`src/rtl/fft_stride_detect.sv`:
```
// fft_stride_detect: finds the first FFT bin above MIN_BIN whose |re|+|im| exceeds THRESH,
// plus the peak bin in that region, and presents the result on a valid/ready port.
module fft_stride_detect #(
  parameter int FFT_LEN = 1024,
  parameter int DATA_W  = 12,
  parameter int MIN_BIN = 300,
  parameter int THRESH  = 38
) (
  input  logic              clk,
  input  logic              rst,
  input  logic              src_valid,
  output logic              src_ready,
  input  logic              src_sop,
  input  logic              src_eop,
  input  logic [1:0]        src_error,
  input  logic [DATA_W-1:0] src_real,
  input  logic [DATA_W-1:0] src_imag,
  input  logic [5:0]        src_exp,
  output logic              res_valid,
  input  logic              res_ready,
  output logic              res_found,
  output logic [12:0]       res_stride,
  output logic [12:0]       res_peak_bin,
  output logic [DATA_W:0]   res_peak_mag,
  output logic [5:0]        res_exp,
  output logic              res_err
);
  localparam int MW = DATA_W + 1;
  localparam logic [12:0] K_LAST = 13'(FFT_LEN - 1);
  localparam logic [12:0] K_MIN = 13'(MIN_BIN);
  localparam logic [MW-1:0] THR = MW'(THRESH);
  typedef enum logic [1:0] {IDLE, FRAME, HOLD} state_t;
  state_t state_q, state_d;
  logic [12:0] k_q, k_d, stride_q, stride_d, pbin_q, pbin_d, res_stride_q, res_stride_d, res_peak_bin_q, res_peak_bin_d;
  logic [MW-1:0] pmag_q, pmag_d, res_peak_mag_q, res_peak_mag_d;
  logic [5:0] exp_q, exp_d, res_exp_q, res_exp_d;
  logic found_q, found_d, err_q, err_d, res_found_q, res_found_d, res_err_q, res_err_d;
  logic fire, start, bin_ok, brk, close, cand, hit, pk;
  logic [12:0] kk;
  logic [MW-1:0] re_x, im_x, re_abs, im_abs, mag;
  assign src_ready    = state_q != HOLD;
  assign res_valid    = state_q == HOLD;
  assign res_found    = res_found_q;
  assign res_stride   = res_stride_q;
  assign res_peak_bin = res_peak_bin_q;
  assign res_peak_mag = res_peak_mag_q;
  assign res_exp      = res_exp_q;
  assign res_err      = res_err_q;
  // Sign-extend before negating so the most negative input maps to 2^(DATA_W-1) without wrap.
  always_comb begin
    re_x   = {src_real[DATA_W-1], src_real};
    im_x   = {src_imag[DATA_W-1], src_imag};
    re_abs = re_x[MW-1] ? -re_x : re_x;
    im_abs = im_x[MW-1] ? -im_x : im_x;
    mag    = re_abs + im_abs;
  end
  always_comb begin
    fire   = src_valid && src_ready;
    start  = state_q == IDLE && fire && src_sop;
    bin_ok = start || (state_q == FRAME && fire && !src_sop);
    brk    = state_q == FRAME && fire && src_sop;
    kk     = start ? 13'd0 : k_q;
    cand   = bin_ok && kk > K_MIN;
    found_d = start ? 1'b0 : found_q;
    stride_d = start ? 13'd0 : stride_q;
    pmag_d = start ? '0 : pmag_q;
    pbin_d = start ? 13'd0 : pbin_q;
    err_d  = start ? 1'b0 : err_q;
    hit    = cand && mag > THR && !found_d;
    pk     = cand && mag > pmag_d;
    found_d  = found_d | hit;
    stride_d = hit ? kk : stride_d;
    pmag_d   = pk ? mag : pmag_d;
    pbin_d   = pk ? kk : pbin_d;
    err_d    = err_d | brk | (bin_ok && (src_error != 2'b00 || (src_eop != (kk == K_LAST))));
    close    = brk || (bin_ok && (src_eop || kk == K_LAST));
    exp_d    = start ? src_exp : exp_q;
    k_d      = bin_ok ? kk + 13'd1 : k_q;
    state_d  = close ? HOLD : start ? FRAME : (state_q == HOLD && res_ready) ? IDLE : state_q;
    res_found_d    = close ? found_d : res_found_q;
    res_stride_d   = close ? stride_d : res_stride_q;
    res_peak_bin_d = close ? pbin_d : res_peak_bin_q;
    res_peak_mag_d = close ? pmag_d : res_peak_mag_q;
    res_exp_d      = close ? exp_d : res_exp_q;
    res_err_d      = close ? err_d : res_err_q;
  end
  always_ff @(posedge clk or posedge rst) begin
    if (rst) begin
      state_q        <= IDLE;
      k_q            <= '0;
      found_q        <= 1'b0;
      stride_q       <= '0;
      pbin_q         <= '0;
      pmag_q         <= '0;
      err_q          <= 1'b0;
      exp_q          <= '0;
      res_found_q    <= 1'b0;
      res_stride_q   <= '0;
      res_peak_bin_q <= '0;
      res_peak_mag_q <= '0;
      res_exp_q      <= '0;
      res_err_q      <= 1'b0;
    end else begin
      state_q        <= state_d;
      k_q            <= k_d;
      found_q        <= found_d;
      stride_q       <= stride_d;
      pbin_q         <= pbin_d;
      pmag_q         <= pmag_d;
      err_q          <= err_d;
      exp_q          <= exp_d;
      res_found_q    <= res_found_d;
      res_stride_q   <= res_stride_d;
      res_peak_bin_q <= res_peak_bin_d;
      res_peak_mag_q <= res_peak_mag_d;
      res_exp_q      <= res_exp_d;
      res_err_q      <= res_err_d;
    end
  end
endmodule

```
`config.mk`:
```
export PLATFORM = sky130hd
export DESIGN_NAME = fft_stride_detect
export DESIGN_NICKNAME = d
export VERILOG_FILES = /design/src/rtl/fft_stride_detect.sv
export SDC_FILE = /design/constraint.sdc
export NUM_CORES = 1
export LEC_CHECK = 0
export ABC_AREA = 1
export CAP_MARGIN = 40
export CORE_ASPECT_RATIO = 1.75
export CORE_MARGIN = 2
export CORE_UTILIZATION = 60
export DETAILED_ROUTE_END_ITERATION = 12
export PLACE_DENSITY_LB_ADDON = 0.12
export SKIP_LAST_GASP = 1
export SLEW_MARGIN = 20
export SYNTH_ARGS = -nofsm -noshare
export SYNTH_HDL_FRONTEND = slang
export SYNTH_SLANG_ARGS = --single-unit
```
`constraint.sdc`:
```
create_clock -name clk -period 8.7 [get_ports clk]
set_input_delay 0.87 -clock clk [delete_from_list [all_inputs] [get_ports clk]]
set_output_delay 0.87 -clock clk [all_outputs]
set_load 0.005 [all_outputs]
```
==> results of run 1 <==
-- flip-flops by register name, indices dropped and copies added, names as in the netlist, 2 cells and up --
name	flops
res_peak_bin	13
res_stride	13
stride_q	13
k_q	13
pmag_q	13
res_exp	6
state_q	2
pbin_q	13
exp_q	6
res_peak_mag	13
-- report_power, final --
group / internal (W) / switching, W
combinational: 0.000406 / 0.000542
clock: 0.000203 / 0.000185
sequential: 0.000702 / 0.0000840
total: 0.00131 / 0.000811
-- layout by cell type, fill, tap and decap left out, types with 8 or more instances in the layout --
cell type          n
xor2_1            25
dfrtp_1          109
clkbuf_16          9
inv_1             84
nand4_1           19
ha_1              28
a21oi_1           13
clkdlybuf4s50_1   86
nand3_1           99
nor3_1             8
and2_1            39
nand2_1          270
nor2_1            47
a31oi_1           10
o21ai_0            8
-- critical path, stage by stage --
cell and delay [ps]:
clkdlybuf4s50_1 450, inv_1 100, ha_1 180, inv_1 60, nor4_1 220, inv_1 100
nor3_1 230, a21oi_1 120, xor2_1 160, ha_1 380, inv_1 130, nor3_1 470
nand3_1 250, nand4_1 210, ha_1 270, nand2_1 80, inv_1 40, nand2_1 80
inv_1 50, a21oi_1 230, nand3_4 340, nand2_4 380, nand2_1 140, and2_1 180
-- worst max-delay path by stage --
stage / endpoint / slack [ps] / start
floorplan: pmag_q[1] / 4500 / src_real[1]
detailed placement: res_peak_bin[0] / 3160 / src_real[0]
global placement: res_peak_mag[5] / 3260 / src_real[0]
CTS: res_peak_mag[5] / 3460 / src_real[0]
global route: res_peak_bin[5] / 2850 / src_real[0]
finish: pbin_q[1] / 3190 / src_real[0]
-- area by class of cell --
cell class,instances,area [um2]
clock buffers,11,243
clock inverters,5,35.0
fillers,801,2740
inverters,91,347
multi-input cells,602,3130
flip-flops and latches,109,2730
well taps,127,159
repair buffers,90,911
-- routing by layer --
metal,vias up,wire length [um]
li1,2789,-
met4,0,842
met3,67,566
met1,2726,6010
met5,-,0
met2,207,9080
-- cells by family (layout without fill, tap and decap cells) --
group / after synthesis / after routing / share of synthesized area, %
xor gates and xnor gates: 30 / 30 / 4.15
and+or+nand+nor: 501 / 501 / 35.4
buffers and inverters: 118 / 197 / 7.63
AOI/OAI and AO/OA: 42 / 42 / 3.89
DFF: 109 / 109 / 43.1
adders and majority gates: 29 / 29 / 5.85
-- through the flow --
step | total power [W] | std cells | area, um2 | worst slack [ps] | hold WS, ps
finish | 0.00212 | 1035 | 7560 | 3190 | 475
global route | 0.00230 | 1035 | 7560 | 2850 | 509
CTS | 0.00212 | 1034 | 7530 | 3460 | 480
detailed placement | 0.00173 | 1018 | 7250 | 3160 | 463
global placement | 0.00168 | 1018 | 7250 | 3260 | 450
floorplan | 0.00138 | 829 | 6330 | 4500 | 436
==> metrics.txt, run 1 <==
Initial Util=61.5%; Post-CTS Setup Bufs=0; GRT met2 Usage=55.2%; clk root buf=clkbuf_16; final setup violation count=0; Req. time, crit path=8930 ps; dominant cell by count in the synthesized netlist=nand2_1; worst-path fanout max=27; ranking of synthesized cells by area=dfrtp_1, nand2_1, nand3_1; DR vias/cell=5.59; Final ANT Viol Nets=0; TritonCTS Sinks=109; top cell type's share of synthesized area=43.1%; endpoints failing hold=0; period utilization=63.3%; Max clock buf depth=2; Routed wire per std cell=15.9 um; final net count=970; Site Rows=49; Reg clk slew, reported paths=70 ps; asr flop ratio synth=100%; Hold Crit Class=flip-flop to flip-flop; Worst Tran Pin Value=699 ps; vias in the first global route=5900; run status=complete, no violations; HPWL after DPL=11900 um; Global Route met3 Usage=2.96%; Leakage=4.01 nW; synthesized area per cell=7.64 um2; critical setup path kind=input port to flip-flop; Syn. warnings=0; hold_buf cts=0; top cells by count, synth=nand2_1, dfrtp_1, nand3_1; area leader, netlist=dfrtp_1; Setup crit start kind=input port; final wirelength=16500 um; Worst setup EP type=flip-flop; Hold Crit Depth=2; R2R Path Start=state_q[0]; Worst Path Arrival=5740 ps; library cells used by synthesis=36; total gr overflow=0; R2R setup slack=4860 ps; Syn Inst Count=829; largest net degree at the start of global routing=70; RD Place Congestion=0.979; GR Util met1=33.3%; RSZ-0062 raised after global routing=no; post-synthesis sequential area ratio=43.1%; Starting DRT DRC Count=485; Ports=87; synthesized net count=896; H-tree Lvls=3; Residual DRC=0; Synth Cell Area=6330 um2; Die Height=140 um; Die ar.=11400 um2; Main synth FF type=dfrtp_1; layout cells sized above 1=4.52%; Post-synth EDFFs=0; utilization after layout=73.4%; die width=81.7 um; CTS tree=done; diode count=0; setup TNS=0 ps; Area Overhead vs Synth=19.3%; Core Area=10300 um2; Max Clk Rate=0.182 GHz; hold wc startpoint=exp_q[3]; skew final=9.55 ps; peak supply drop=0.206 mV; Via Count=5789; TritonCTS Buffers=9; Slew HR=53.3%; number of max-cap violations=0; first-pass GRT wire length=27000 um; busiest grt layer=met2; total track usage=30.6%; Tmin final=5510 ps; clk_lat worst skew=350 ps; final slew viol count=0; cts repair resizes=0; R2R cell count=15; PortBufs=86; initial antenna violation count=0; Crit Reg-Reg Endpoint=pbin_q[1]; FF+latch count, synth=109; P per Cell Area=281 nW/um2; Hold Path End=exp_q[3]; Initial DRT Pass Iterations=6
(Power assumes the default switching activity.)
==> run 2: changes to the inputs <==
--- a/config.mk
+++ b/config.mk
@@ -9,7 +9,7 @@
 export CAP_MARGIN = 40
 export CORE_ASPECT_RATIO = 1.75
 export CORE_MARGIN = 2
-export CORE_UTILIZATION = 60
+export CORE_UTILIZATION = 56
 export DETAILED_ROUTE_END_ITERATION = 12
 export PLACE_DENSITY_LB_ADDON = 0.12
 export SKIP_LAST_GASP = 1
==> constraint.sdc (replaced) <==
create_clock -name clk -period 5.3 [get_ports clk]
set_input_delay 0.53 -clock clk [delete_from_list [all_inputs] [get_ports clk]]
set_output_delay 0.53 -clock clk [all_outputs]
set_load 0.005 [all_outputs]
==> metrics.txt, run 2 (same netlist as run 1, synthesis figures left out) <==
critical setup path kind=input port to flip-flop; Routed wire per std cell=15.4 um (-3.6%); Req. time, crit path=5530 ps (-3400 ps); Slew HR=58.8% (+5.5 points); R2R setup slack=2250 ps (-2610 ps); Site Rows=51 (+4.1%); Starting DRT DRC Count=336 (-31%); Max stage delay on crit path=420 ps (-50 ps); Slowest-stage cell, CP=clkdlybuf4s50_1; fillers=928 (+16%); Initial Util=57.0% (-4.4 points); Worst Path Arrival=4770 ps (-970 ps); Area Overhead vs Synth=20.9%; Post-CTS Setup Bufs=0 (unchanged); total gr overflow=0 (unchanged); Final ANT Viol Nets=0 (unchanged); cts repair resizes=0 (unchanged); diode count=0 (unchanged); fin cells=1047 (+1.2%); Leakage=4.07 nW (+1.4%); Worst setup EP type=flip-flop; first-pass GRT wire length=26700 um (-1.1%); most common cell after layout, fill and taps aside=nand2_1; Worst Tran Pin Value=617 ps (-82.2 ps); CP delay by family, top=simple AND/OR/NAND/NOR gates; H-tree Lvls=3 (unchanged); Die Height=145 um (+3.4%); Placed Cells=1031 (+1.3%); die width=84.4 um (+3.3%); TritonCTS Sinks=109 (unchanged); Hold Crit Class=flip-flop to flip-flop; TritonCTS Buffers=9 (unchanged); total power=0.00359 W (+69%); Reg clk slew, reported paths=70 ps (about the same); final wirelength=16100 um (-2.4%); Initial DRT Pass Iterations=4 (-2); total track usage=27.5% (-3.1 points); Buf/Inv on CP=7 (unchanged); HPWL after DPL=12100 um (+1.1%); Ports=87 (unchanged); Die ar.=12200 um2 (+6.9%); worst-path fanout max=26 (-3.7%); setup TNS=0 ps (unchanged); Via Count=5700 (-1.5%); commonest non-fill, non-tap cells in the layout=nand2_1, dfrtp_1, nand3_1; clk_lat worst skew=350 ps (about the same); Tmin final=4540 ps; Max clock buf depth=2 (unchanged); CTS tree=done; Residual DRC=0 (unchanged); RSZ-0062 raised after global routing=no; period utilization=85.6%; number of max-cap violations=0 (unchanged); Setup crit start kind=input port; endpoints failing hold=0 (unchanged); hold_buf cts=0 (unchanged); PortBufs=86 (unchanged); RD Place Congestion=0.946 (-3.4%); final setup violation count=0 (unchanged); peak supply drop=0.313 mV (+52%); DR vias/cell=5.44 (-2.7%); final net count=978 (+0.82%); run status=complete, no violations; skew final=9.69 ps (+0.136 ps); initial antenna violation count=0 (unchanged); clk root buf=clkbuf_16; Max Clk Rate=0.220 GHz; P per Cell Area=468 nW/um2 (+67%); Core Area=11100 um2 (+7.8%); layout cells sized above 1=5.36% (+0.84 points); vias in the first global route=5746 (-2.6%); final slew viol count=0 (unchanged); largest net degree at the start of global routing=66 (-5.7%)
run 2: routing by layer:
metal	vias up	track usage (%)	part of all wire [%]
met2	146	52.8	56
li1	2803	-	-
met3	56	3.52	3.1
met1	2695	28.7	36
met4	0	14.5	5.1
met5	-	0	0
run 2: area by class of cell:
class | count | area [um2] | share of cell area [%]
multi-input cells | 602 | 3130 | 40.9
flip-flops and latches | 109 | 2730 | 35.6
repair buffers | 98 | 963 | 12.6
inverters | 91 | 347 | 4.53
clock buffers | 9 | 225 | 2.94
well taps | 132 | 165 | 2.16
clock inverters | 6 | 95.1 | 1.24
run 2: worst register-to-register path, cell delays in order, from the launching register on:
cell and delay (ps):
dfrtp_1 430, nor3_4 80, inv_4 320, nand2_2 190
nor2_2 230, nand2_1 110, nor2_1 140, nand3_1 120
ha_1 240, o21ai_4 160, buf_4 360, inv_1 80
buf_4 280, nand2_1 130, nand2_1 70
run 2: path summary, 6_finish.rpt:
path                              endpoint   startpoint  cells past startpoint
max                        res_peak_bin[7]  src_imag[0]                     27
min                               exp_q[4]     exp_q[4]                      2
max reg2reg                res_peak_bin[7]   state_q[1]                     14
min reg2reg                       exp_q[4]     exp_q[4]                      2
max in group asynchronous       pbin_q[11]          rst                      4
min in group asynchronous      stride_q[2]          rst                      2
run 2: metrics by stage:
stage | instance area, um2 | hold slack [ps] | worst slack (ps) | utilization (%)
global placement | 7320 | 448 | 527 | 65.9
detailed placement | 7320 | 457 | 427 | 65.9
CTS | 7640 | 472 | 778 | 68.8
floorplan | 6330 | 436 | 1440 | -
global route | 7660 | 487 | 311 | 69.0
finish | 7660 | 466 | 761 | 69.0
run 2: power breakdown:
group | internal, W | switching, W | total, W
logic | 0.000692 | 0.000885 | 0.00158
clock network | 0.000417 | 0.000307 | 0.000723
registers | 0.00115 | 0.000134 | 0.00129
==> run 3: changes to the inputs <==
==> constraint.sdc (replaced) <==
create_clock -name clk -period 5.3 [get_ports clk]
set_input_delay 0.53 -clock clk [delete_from_list [all_inputs] [get_ports clk]]
set_output_delay 0.53 -clock clk [all_outputs]
set_load 0.01 [all_outputs]
==> results of run 3 <==
Same layout as run 2 (identical final DEF). Status: complete, no violations.
Main changes from that run: total power 0.00359 W -> 0.00364 W; worst IR drop on VDD 0.313 mV -> 0.326 mV
